**src/rtl/pll_rst_ctrl_pkg.sv**
```systemverilog
// Shared definitions for the PLL reset/lock sequencer: state encoding, field widths, saturating helper.
package pll_rst_ctrl_pkg;

  localparam int RETRY_W = 3;
  localparam int LOSS_W  = 8;

  typedef enum logic [2:0] {
    ST_RESET_PLL = 3'd0,
    ST_WAIT_LOCK = 3'd1,
    ST_STABLE    = 3'd2,
    ST_RUN       = 3'd3,
    ST_FAIL      = 3'd4
  } state_e;

  function automatic logic [RETRY_W-1:0] retry_inc(input logic [RETRY_W-1:0] v);
    return (v == '1) ? v : v + 1'b1;
  endfunction

  function automatic logic [LOSS_W-1:0] loss_inc(input logic [LOSS_W-1:0] v);
    return (v == '1) ? v : v + 1'b1;
  endfunction

endpackage

```
**src/rtl/pll_rst_ctrl_sync.sv**
```systemverilog
// Two-flop bit synchroniser, clears to 0 on the synchronous reset.
module sync_2ff (
  input  logic clk,
  input  logic rst,
  input  logic d,
  output logic q
);

  logic ff1_q, ff1_d;
  logic ff2_q, ff2_d;

  always_comb begin
    ff1_d = d;
    ff2_d = ff1_q;
  end

  always_ff @(posedge clk) begin
    if (rst) begin
      ff1_q <= 1'b0;
      ff2_q <= 1'b0;
    end else begin
      ff1_q <= ff1_d;
      ff2_q <= ff2_d;
    end
  end

  assign q = ff2_q;

endmodule

```
**src/rtl/pll_rst_ctrl.sv**
```systemverilog
// PLL reset/lock sequencer: pulses pll_rst, waits for and qualifies lock, then releases rst_out.
// Optional lock-loss event counter enabled by defining PLL_RST_CTRL_LOSS_CNT_EN.
module pll_rst_ctrl
  import pll_rst_ctrl_pkg::*;
#(
  parameter int RST_CYCLES    = 16,
  parameter int LOCK_TIMEOUT  = 50000,
  parameter int STABLE_CYCLES = 1024,
  parameter int MAX_RETRY     = 4,
  parameter int CNT_W         = 16
) (
  input  logic               clk,
  input  logic               rst,
  input  logic               pll_lock,
  output logic               pll_rst,
  output logic               rst_out,
  output logic               ready,
  output logic               fail,
`ifdef PLL_RST_CTRL_LOSS_CNT_EN
  output logic [LOSS_W-1:0]  loss_cnt,
`endif
  output logic [RETRY_W-1:0] retry_cnt
);

  localparam logic [CNT_W-1:0] RST_LAST    = CNT_W'(RST_CYCLES - 1);
  localparam logic [CNT_W-1:0] TIMEOUT_LAST = CNT_W'(LOCK_TIMEOUT - 1);
  localparam logic [CNT_W-1:0] STABLE_LAST = CNT_W'(STABLE_CYCLES - 1);

  logic lock_s;

  sync_2ff u_lock_sync (
    .clk (clk),
    .rst (rst),
    .d   (pll_lock),
    .q   (lock_s)
  );

  state_e             state_q, state_d;
  logic [CNT_W-1:0]   cnt_q, cnt_d;
  logic [RETRY_W-1:0] retry_q, retry_d;
  logic               pll_rst_q, pll_rst_d;
  logic               rst_out_q, rst_out_d;
  logic               ready_q, ready_d;
  logic               fail_q, fail_d;
`ifdef PLL_RST_CTRL_LOSS_CNT_EN
  logic [LOSS_W-1:0]  loss_q, loss_d;
`endif

  always_comb begin
    state_d = state_q;
    cnt_d   = cnt_q + 1'b1;
    retry_d = retry_q;
`ifdef PLL_RST_CTRL_LOSS_CNT_EN
    loss_d  = loss_q;
`endif
    case (state_q)
      ST_RESET_PLL: begin
        if (cnt_q == RST_LAST) begin
          state_d = ST_WAIT_LOCK;
          cnt_d   = '0;
        end
      end
      ST_WAIT_LOCK: begin
        if (lock_s) begin
          state_d = ST_STABLE;
          cnt_d   = '0;
        end else if (cnt_q == TIMEOUT_LAST) begin
          retry_d = retry_inc(retry_q);
          cnt_d   = '0;
          state_d = (int'(retry_d) == MAX_RETRY) ? ST_FAIL : ST_RESET_PLL;
        end
      end
      ST_STABLE: begin
        // Any low synced sample restarts qualification; it is not counted as a retry.
        if (!lock_s) begin
          state_d = ST_WAIT_LOCK;
          cnt_d   = '0;
        end else if (cnt_q == STABLE_LAST) begin
          state_d = ST_RUN;
          cnt_d   = '0;
        end
      end
      ST_RUN: begin
        cnt_d = '0;
        if (!lock_s) begin
          state_d = ST_RESET_PLL;
          retry_d = '0;
`ifdef PLL_RST_CTRL_LOSS_CNT_EN
          loss_d  = loss_inc(loss_q);
`endif
        end
      end
      ST_FAIL: begin
        cnt_d = '0;
      end
      default: begin
        state_d = ST_RESET_PLL;
        cnt_d   = '0;
      end
    endcase

    // Outputs decode the next state so they change on the same edge as the state register.
    pll_rst_d = (state_d == ST_RESET_PLL) || (state_d == ST_FAIL);
    rst_out_d = (state_d != ST_RUN);
    ready_d   = (state_d == ST_RUN);
    fail_d    = (state_d == ST_FAIL);
  end

  always_ff @(posedge clk) begin
    if (rst) begin
      state_q   <= ST_RESET_PLL;
      cnt_q     <= '0;
      retry_q   <= '0;
      pll_rst_q <= 1'b1;
      rst_out_q <= 1'b1;
      ready_q   <= 1'b0;
      fail_q    <= 1'b0;
`ifdef PLL_RST_CTRL_LOSS_CNT_EN
      loss_q    <= '0;
`endif
    end else begin
      state_q   <= state_d;
      cnt_q     <= cnt_d;
      retry_q   <= retry_d;
      pll_rst_q <= pll_rst_d;
      rst_out_q <= rst_out_d;
      ready_q   <= ready_d;
      fail_q    <= fail_d;
`ifdef PLL_RST_CTRL_LOSS_CNT_EN
      loss_q    <= loss_d;
`endif
    end
  end

  assign pll_rst   = pll_rst_q;
  assign rst_out   = rst_out_q;
  assign ready     = ready_q;
  assign fail      = fail_q;
  assign retry_cnt = retry_q;
`ifdef PLL_RST_CTRL_LOSS_CNT_EN
  assign loss_cnt  = loss_q;
`endif

endmodule

```
**config.mk**
```make
export PLATFORM = sky130hd
export DESIGN_NAME = pll_rst_ctrl
export DESIGN_NICKNAME = d
export VERILOG_FILES = /design/src/rtl/pll_rst_ctrl_pkg.sv /design/src/rtl/pll_rst_ctrl_sync.sv /design/src/rtl/pll_rst_ctrl.sv
export SDC_FILE = /design/constraint.sdc
export NUM_CORES = 1
export LEC_CHECK = 0
export BUFFER_PORTS_ARGS = -buffer_cell sky130_fd_sc_hd__buf_2
export CORE_MARGIN = 8
export CORE_UTILIZATION = 26
export CTS_CLUSTER_DIAMETER = 30
export CTS_CLUSTER_SIZE = 20
export DETAILED_ROUTE_END_ITERATION = 8
export MAX_ROUTING_LAYER = met4
export PLACE_DENSITY = 0.42
export SKIP_CTS_REPAIR_TIMING = 1
export SLEW_MARGIN = 20
export SYNTH_ARGS = -nofsm -noshare
export SYNTH_HDL_FRONTEND = slang
export SYNTH_SLANG_ARGS = --single-unit
```
**constraint.sdc**
```tcl
create_clock -name clk -period 3.7 [get_ports clk]
set_clock_uncertainty 0.2 [all_clocks]
set_input_delay 0.185 -clock clk [delete_from_list [all_inputs] [get_ports clk]]
set_output_delay 0.185 -clock clk [all_outputs]
set_load 0.02 [all_outputs]
```
==> metrics.cfg, run 1 <==
[outcome]
status = finished clean

[sta]
hold_viol = 0
fin_crit_sh = 0.708
hold_ws_ps = 28.3
slew_violations = 0
post-route-min-period_ps = 2620
worst_pin_slew_ps = 658
rsz0062_at_grt = false
slew_headroom = 0.560
fin_setup_tns_ps = 0
setup_viol_count_final = 0
fmax_mhz = 382

[setup_path]
cp_slowest_stage_delay_ps = 590
cp-end-kind = flop
critPathTopFamily = simple AND/OR/NAND/NOR gates
crit_path_cell_trace = or4_4 -> nor4_4 -> and4bb_1 -> a211oi_4 -> nor2_1
worstPathMaxFanout = 16
crit_buf_inv = 0
slowest_stage = a211oi_4
arrival_ps = 2560
rr_worst_depth = 5
start_kind = flop
path_class = reg -> reg
crit_cells = 5
worstPathRequired_ps = 3640

[min_path]
worst_hold_path.num_cells = 2
worstHoldPathType = in -> reg

[clocking]
cts_tree = done
clock_latency_ps = 270
h-tree-depth = 1
cts.path.max_buffers = 2
cts_buffers = 3
cts.sinks = 28
cts_root_buf = clkbuf_8
clk_pin_slew_ps = 100

[final_layout]
regArea_um2 = 561
drive_gt1_frac = 0.116
layoutNonFillerInstCount = 225
areaGrowthSynthToFinish_pct = 13.4
fin_area_um2 = 1490
multiInputGateArea_um2 = 719
fillerInstances = 536
finalNetCount = 161
diodes = 0

[synthesis]
yosys_warnings = 0
ys_ff_latch = 28
synthDominantCellAreaShare = 0.428
synth_seq_area_share = 0.428
synth_edf_count = 0
yosysTopAreaCell = dfxtp_1
synth_flop_cell = dfxtp_1
synth_area_um2 = 1310
synth.most_common_cell = dfxtp_1
yosys-top-cells-count = 28 x dfxtp_1, 27 x nor2_1, 8 x nand2_1, 8 x nand3_1, 8 x xnor2_1
synth_cells = 145
synth.avg_cell_area_um2 = 9.03
synth_cell_types = 39
syn_nets = 150
synthArstFlopShare = 0
synthTopCellsByArea = dfxtp_1 43%, nor2_1 7.7%, xnor2_1 5.3%

[drt]
antenna_left = 0
wire_per_inst_um = 11.7
drt_wl_total_um = 2630
drtIter0Drc = 37
via_per_inst = 4.47
drc = 0
drtPass1Iterations = 4
vias = 1006

[grt]
antenna_found_initial = 0
grt_use_total = 0.0731
grt_max_degree = 17
grt_pass1_vias = 970
grt_pass1_wl_um = 4310
grt.overflow.total = 0

[die]
rows = 26
core_area_um2 = 4980
die_y_um = 87.0
initial_core_util = 0.263
die_area_um2 = 7570
ios = 10
die_w_um = 87.0

[placement]
dp_hpwl_um = 1970
place.gp.congestion = 0.746
dp.cells = 220
numPortBuffers = 9
placed_cell_area_um2 = 1420

[pwr]
leakage_nw = 0.526
ir_drop_mv = 0.174
power_density_nw_per_um2 = 344

[run]
maxCapViolCount = 0

==> stage by stage <==
stage / power [mW] / util / setup WS, ps
2_1_floorplan: 0.326 / - / 1370
3_3_place_gp: 0.328 / 0.285 / 1100
3_5_place_dp: 0.328 / 0.285 / 1050
4_1_cts: 0.519 / 0.296 / 1030
5_1_grt: 0.535 / 0.298 / 855
6_report: 0.511 / 0.298 / 1080
==> flip-flops by register name, summed over array words and instances (netlist names) <==
register	count
cnt_q	16
retry_cnt	3
state_q	3
fail	1
pll_rst	1
ready	1
rst_out	1
u_lock_sync.ff1_q	1
u_lock_sync.q	1
==> report_power, final <==
group | internal [mW] | switching [mW] | total (mW) | leakage [nW]
sequential | 0.305 | 0.00284 | 0.308 | 0.227
combinational | 0.00631 | 0.00762 | 0.0139 | 0.270
clock | 0.0952 | 0.0943 | 0.190 | 0.0288
==> path summary, 6_finish.rpt <==
| path | start | endpoint | slack (ps) |
|---|---|---|---|
| worst min register to register | u_lock_sync.ff1_q | u_lock_sync.q | 250 |
| worst min-delay path | rst | state_q[2] | 30 |
| worst max-delay path | cnt_q[10] | cnt_q[10] | 1080 |
| worst max register to register | cnt_q[10] | cnt_q[10] | 1080 |
==> layout by cell type, fill, tap and decap left out, types with 2 or more instances in the layout <==
cell type and n:
nor3_1 4, xor2_1 7, xnor2_1 8, nand3_1 8, a21oi_1 2, nor4_1 2, nand2b_1 2, or4_1 3
inv_1 2, and3_1 2, nor2b_1 4, ha_1 2, nand4_1 2, nand2_1 8, clkbuf_8 4, a21o_1 2
a22oi_1 2, nor2_1 27, nor3b_1 5, buf_2 9, o21ai_0 3, and4_1 2, dfxtp_1 28
==> per-layer routing <==
| metal | track usage | up-vias | part of all wire |
|---|---|---|---|
| met2 | 0.126 | 9 | 0.47 |
| met4 | 0.0141 | 0 | 0.0061 |
| li1 | - | 527 | - |
| met1 | 0.0794 | 468 | 0.47 |
| met3 | 0.0255 | 2 | 0.046 |
| met5 | - | - | 0 |
==> logic make-up after synthesis <==
logic type	after synthesis	share of synthesized area
AOI/OAI and AO/OA	14	0.0802
xor gates and xnor gates	15	0.100
and+or+nand+nor	79	0.342
adders and majority gates	2	0.0191
DFF	28	0.428
muxes	1	0.00764
buffers and inverters	6	0.0229
==> cell type report <==
| type | count | share of cell area |
|---|---|---|
| Tap cell | 70 | 0.0590 |
| Sequential cell | 28 | 0.377 |
| Multi-Input combinational cell | 111 | 0.484 |
| Inverter | 2 | 0.00505 |
| Clock buffer | 4 | 0.0371 |
| Timing Repair Buffer | 10 | 0.0371 |
==> worst register-to-register path: stages (launching register included) <==
cell      delay, ps
dfxtp_1         360
or4_4           560
nor4_4          380
and4bb_1        290
a211oi_4        590
nor2_1          110
Note: power is estimated with default switching activity, not from simulation.
==> inputs of run 2 (changes only) <==
- PLACE_DENSITY: 0.42 -> 0.43
- clock period: 3.7 -> 2.25 ns (I/O delays scaled with it)
==> run 2 against run 1 <==
- cell area increased by 5.8%
- count of clock-buffer cells in the layout stayed put
- clock power is 68% higher
- largest power group unchanged
- sequential power increased by 64%
- via count up 5.7%
- critical path depth rose by 1
- critical endpoint is now cnt_q[12]
- worst setup slack lost 990 ps
- combinational power is 120% higher
==> metrics.cfg, run 2 (synthesis results as in run 1) <==
[die]
die_w_um = 87.0
initial_core_util = 0.263
rows = 26
core_area_um2 = 4980
ios = 10
die_y_um = 87.0
die_area_um2 = 7570

[setup_path]
worst_r2r_startpoint = cnt_q[7]
crit_buf_inv = 1
crit_path_cell_trace = or4b_4 -> nor4_4 -> and4bb_1 -> a211oi_4 -> buf_12 -> nor2_1
startpoint = cnt_q[7]
cp_slowest_stage_delay_ps = 550
start_kind = flop
rr_worst_depth = 6
slowest_stage = or4b_4
cp-end-kind = flop
endpoint = cnt_q[12]
rr_endpoint = cnt_q[12]
path_class = reg -> reg
worstPathMaxFanout = 16
worstPathRequired_ps = 2230
crit_cells = 6
critPathTopFamily = simple AND/OR/NAND/NOR gates
reg2reg_slack_ps = 90
arrival_ps = 2130

[final_layout]
largest_register_ffs = 16
areaGrowthSynthToFinish_pct = 20.0
final_cell_mix = 28 x dfxtp_1, 27 x nor2_1, 9 x buf_2
final_common_cell = dfxtp_1
regMostFlops = cnt_q
finalNetCount = 169
layoutNonFillerInstCount = 233
diodes = 0
drive_gt1_frac = 0.160
fin_util = 0.316
fin_area_um2 = 1570

[sta]
rsz0062_at_grt = false
setup_viol_count_final = 0
worst_pin_slew_ps = 558
slew_violations = 0
hold_viol = 0
fin_ws_ps = 94.7
fin_crit_sh = 0.958
slew_headroom = 0.627
fmax_mhz = 464
fin_setup_tns_ps = 0
post-route-min-period_ps = 2160

[clocking]
clock_latency_ps = 280
clk_pin_slew_ps = 100
cts_buffers = 3
h-tree-depth = 1
cts_root_buf = clkbuf_8
cts.path.max_buffers = 2
cts_tree = done
cts.sinks = 28

[placement]
placed_cell_area_um2 = 1480
dp_hpwl_um = 2050
dp.cells = 226
numPortBuffers = 9
dp_slack_ps = 14.0
place.gp.congestion = 0.778

[drt]
antenna_left = 0
vias = 1063
drc = 0
drt_wl_total_um = 2730
drtIter0Drc = 40
wire_per_inst_um = 11.7
drtPass1Iterations = 4
via_per_inst = 4.56

[grt]
antenna_found_initial = 0
grt_use_total = 0.0770
grt.overflow.total = 0
grt_max_degree = 17
grt_pass1_vias = 1018
grt_pass1_wl_um = 4570

[pwr]
ir_drop_mv = 0.218
leakage_nw = 0.575
power_density_nw_per_um2 = 544

[run]
maxCapViolCount = 0

[min_path]
worstHoldPathType = reg -> reg

[outcome]
status = finished clean

==> run 2: worst min path at each step <==
stage	startpoint	to	slack, ps	cells after the start
after floorplan	pll_lock	u_lock_sync.ff1_q	40	1
after global placement	pll_lock	u_lock_sync.ff1_q	130	2
after detailed placement	pll_lock	u_lock_sync.ff1_q	140	2
after CTS	pll_lock	u_lock_sync.ff1_q	-150	2
after global routing	u_lock_sync.ff1_q	u_lock_sync.q	270	1
final	u_lock_sync.ff1_q	u_lock_sync.q	250	1
==> run 2: final cells by class <==
type / count / area [um2]
Clock buffer: 4 / 55.1
Fill cell: 531 / 3410
Inverter: 2 / 7.51
Multi-Input combinational cell: 111 / 728
Sequential cell: 28 / 561
Tap cell: 70 / 87.6
Timing Repair Buffer: 18 / 133
==> run 2: power by group <==
part	switching, mW	internal (mW)	total (mW)
logic	0.0140	0.0161	0.0302
registers	0.00463	0.502	0.506
clock network	0.162	0.157	0.319
total	0.181	0.675	0.855
==> run 2: per-layer routing <==
metal | part of all wire | wire (um) | global-route usage
met1 | 0.47 | 1280 | 0.0858
met2 | 0.49 | 1330 | 0.134
met3 | 0.042 | 114 | 0.0255
met4 | 0.0029 | 8 | 0.00939
met5 | 0 | 0 | -
==> run 2: stage by stage <==
| step | power (mW) | hold WS, ps |
|---|---|---|
| floorplan | 0.536 | 40.7 |
| global placement | 0.543 | 133 |
| detailed placement | 0.545 | 144 |
| CTS | 0.859 | -149 |
| global route | 0.881 | 269 |
| finish | 0.855 | 247 |
==> inputs of run 3 (changes only) <==
- PLACE_DENSITY: 0.43 -> default
- PLACE_DENSITY_LB_ADDON: default -> 0.15
==> run 3 against run 2 <==
- count of clock-buffer cells in the layout unchanged
- clock power is 3% lower
- fmax increased by 0.96%
- register-to-register slack improved by 20 ps
- sequential cell count is the same
- total power is 1.3% lower
- global-route usage increased by 0.085 points
- worst setup slack better by 21 ps
- non-clock buffer count rose by 1
- largest power group unchanged
- final cell count up 0.43%
==> metrics.cfg, run 3 (synthesis results as in run 1) <==
[outcome]
status = finished clean

[final_layout]
diodes = 0
regMostFlops = cnt_q
largest_register_ffs = 16
fin_area_um2 = 1580
layoutNonFillerInstCount = 234
fillerInstances = 535
final_common_cell = dfxtp_1
final_cell_mix = 28 x dfxtp_1, 27 x nor2_1, 9 x buf_2
drive_gt1_frac = 0.165
areaGrowthSynthToFinish_pct = 20.5
finalNetCount = 170

[clocking]
cts_root_buf = clkbuf_8
cts_tree = done
clk_pin_slew_ps = 90
h-tree-depth = 1
cts.sinks = 28
clock_latency_ps = 270
cts_buffers = 3
cts.path.max_buffers = 2

[setup_path]
worst_r2r_startpoint = cnt_q[4]
cp-end-kind = flop
arrival_ps = 2100
worstPathRequired_ps = 2220
reg2reg_slack_ps = 120
path_class = reg -> reg
rr_worst_depth = 6
rr_endpoint = cnt_q[11]
start_kind = flop
worstPathMaxFanout = 16

[run]
maxCapViolCount = 0

[placement]
placed_cell_area_um2 = 1490
dp_slack_ps = 67.9
numPortBuffers = 9
dp.cells = 227
dp_hpwl_um = 2020
place.gp.congestion = 0.870

[drt]
drc = 0
drtPass1Iterations = 4
drt_wl_total_um = 2630
vias = 1066
drtIter0Drc = 42
antenna_left = 0
wire_per_inst_um = 11.2
via_per_inst = 4.56

[die]
die_w_um = 87.0
core_area_um2 = 4980
die_area_um2 = 7570
rows = 26
die_y_um = 87.0
initial_core_util = 0.263
ios = 10

[grt]
grt_use_total = 0.0779
antenna_found_initial = 0
grt.overflow.total = 0
grt_pass1_vias = 1028
grt_max_degree = 17
grt_pass1_wl_um = 4600

[pwr]
finalPower_mw = 0.844
power_density_nw_per_um2 = 535
ir_drop_mv = 0.261
leakage_nw = 0.580

[sta]
setup_viol_count_final = 0
fin_crit_sh = 0.949
fin_ws_ps = 115
rsz0062_at_grt = false
slew_violations = 0
hold_viol = 0
worst_pin_slew_ps = 522
fin_setup_tns_ps = 0
fmax_mhz = 468
slew_headroom = 0.651
post-route-min-period_ps = 2130

[min_path]
worst_hold_path.num_cells = 1
worstHoldPathType = reg -> reg
hold_start = u_lock_sync.ff1_q
hold_end = u_lock_sync.q

==> run 3: cell types whose count changed in the layout (fill, tap and decap cells not counted) <==
cell | before | now
buf_4 | 5 | 6
==> run 3: per-layer routing <==
metal / wire length (um) / global-route usage / vias up
li1: - / - / 545
met3: 106 / 0.0226 / 2
met1: 1250 / 0.0891 / 509
met2: 1250 / 0.123 / 10
met5: 0 / - / -
met4: 21 / 0.0360 / 0
==> run 3: where the power goes <==
part	internal (mW)	leakage [nW]	switching [mW]
sequential	0.502	0.227	0.00493
combinational	0.0162	0.325	0.0139
clock	0.156	0.0288	0.151
==> run 3: worst max-delay path by stage <==
stage / to / start / depth (start not counted) / slack, ps
finish: cnt_q[11] / cnt_q[4] / 6 / 120
floorplan: cnt_q[12] / cnt_q[4] / 6 / 10
CTS: state_q[0] / cnt_q[4] / 6 / 50
global placement: state_q[0] / cnt_q[4] / 6 / 50
detailed placement: state_q[0] / cnt_q[4] / 6 / 70
global route: cnt_q[8] / cnt_q[10] / 6 / 20
==> run 3: final cells by class <==
cell class,instances,area (um2),area share
Timing Repair Buffer,19,140,0.0887
Multi-Input combinational cell,111,728,0.461
Tap cell,70,87.6,0.0555
Sequential cell,28,561,0.355
Clock buffer,4,55.1,0.0349
Inverter,2,7.51,0.00475
==> run 3: worst max-delay path, stage by stage, from the launching register on <==
cell	delay (ps)
dfxtp_1	340
or4b_4	530
nor4_4	280
and4bb_1	240
a211oi_4	200
buf_12	180
nor2_1	50
==> run 3: per-stage QoR <==
step	hold WS [ps]	util
detailed placement	133	0.299
finish	254	0.317
global placement	146	0.299
CTS	-144	0.310
global route	276	0.317
floorplan	40.7	-
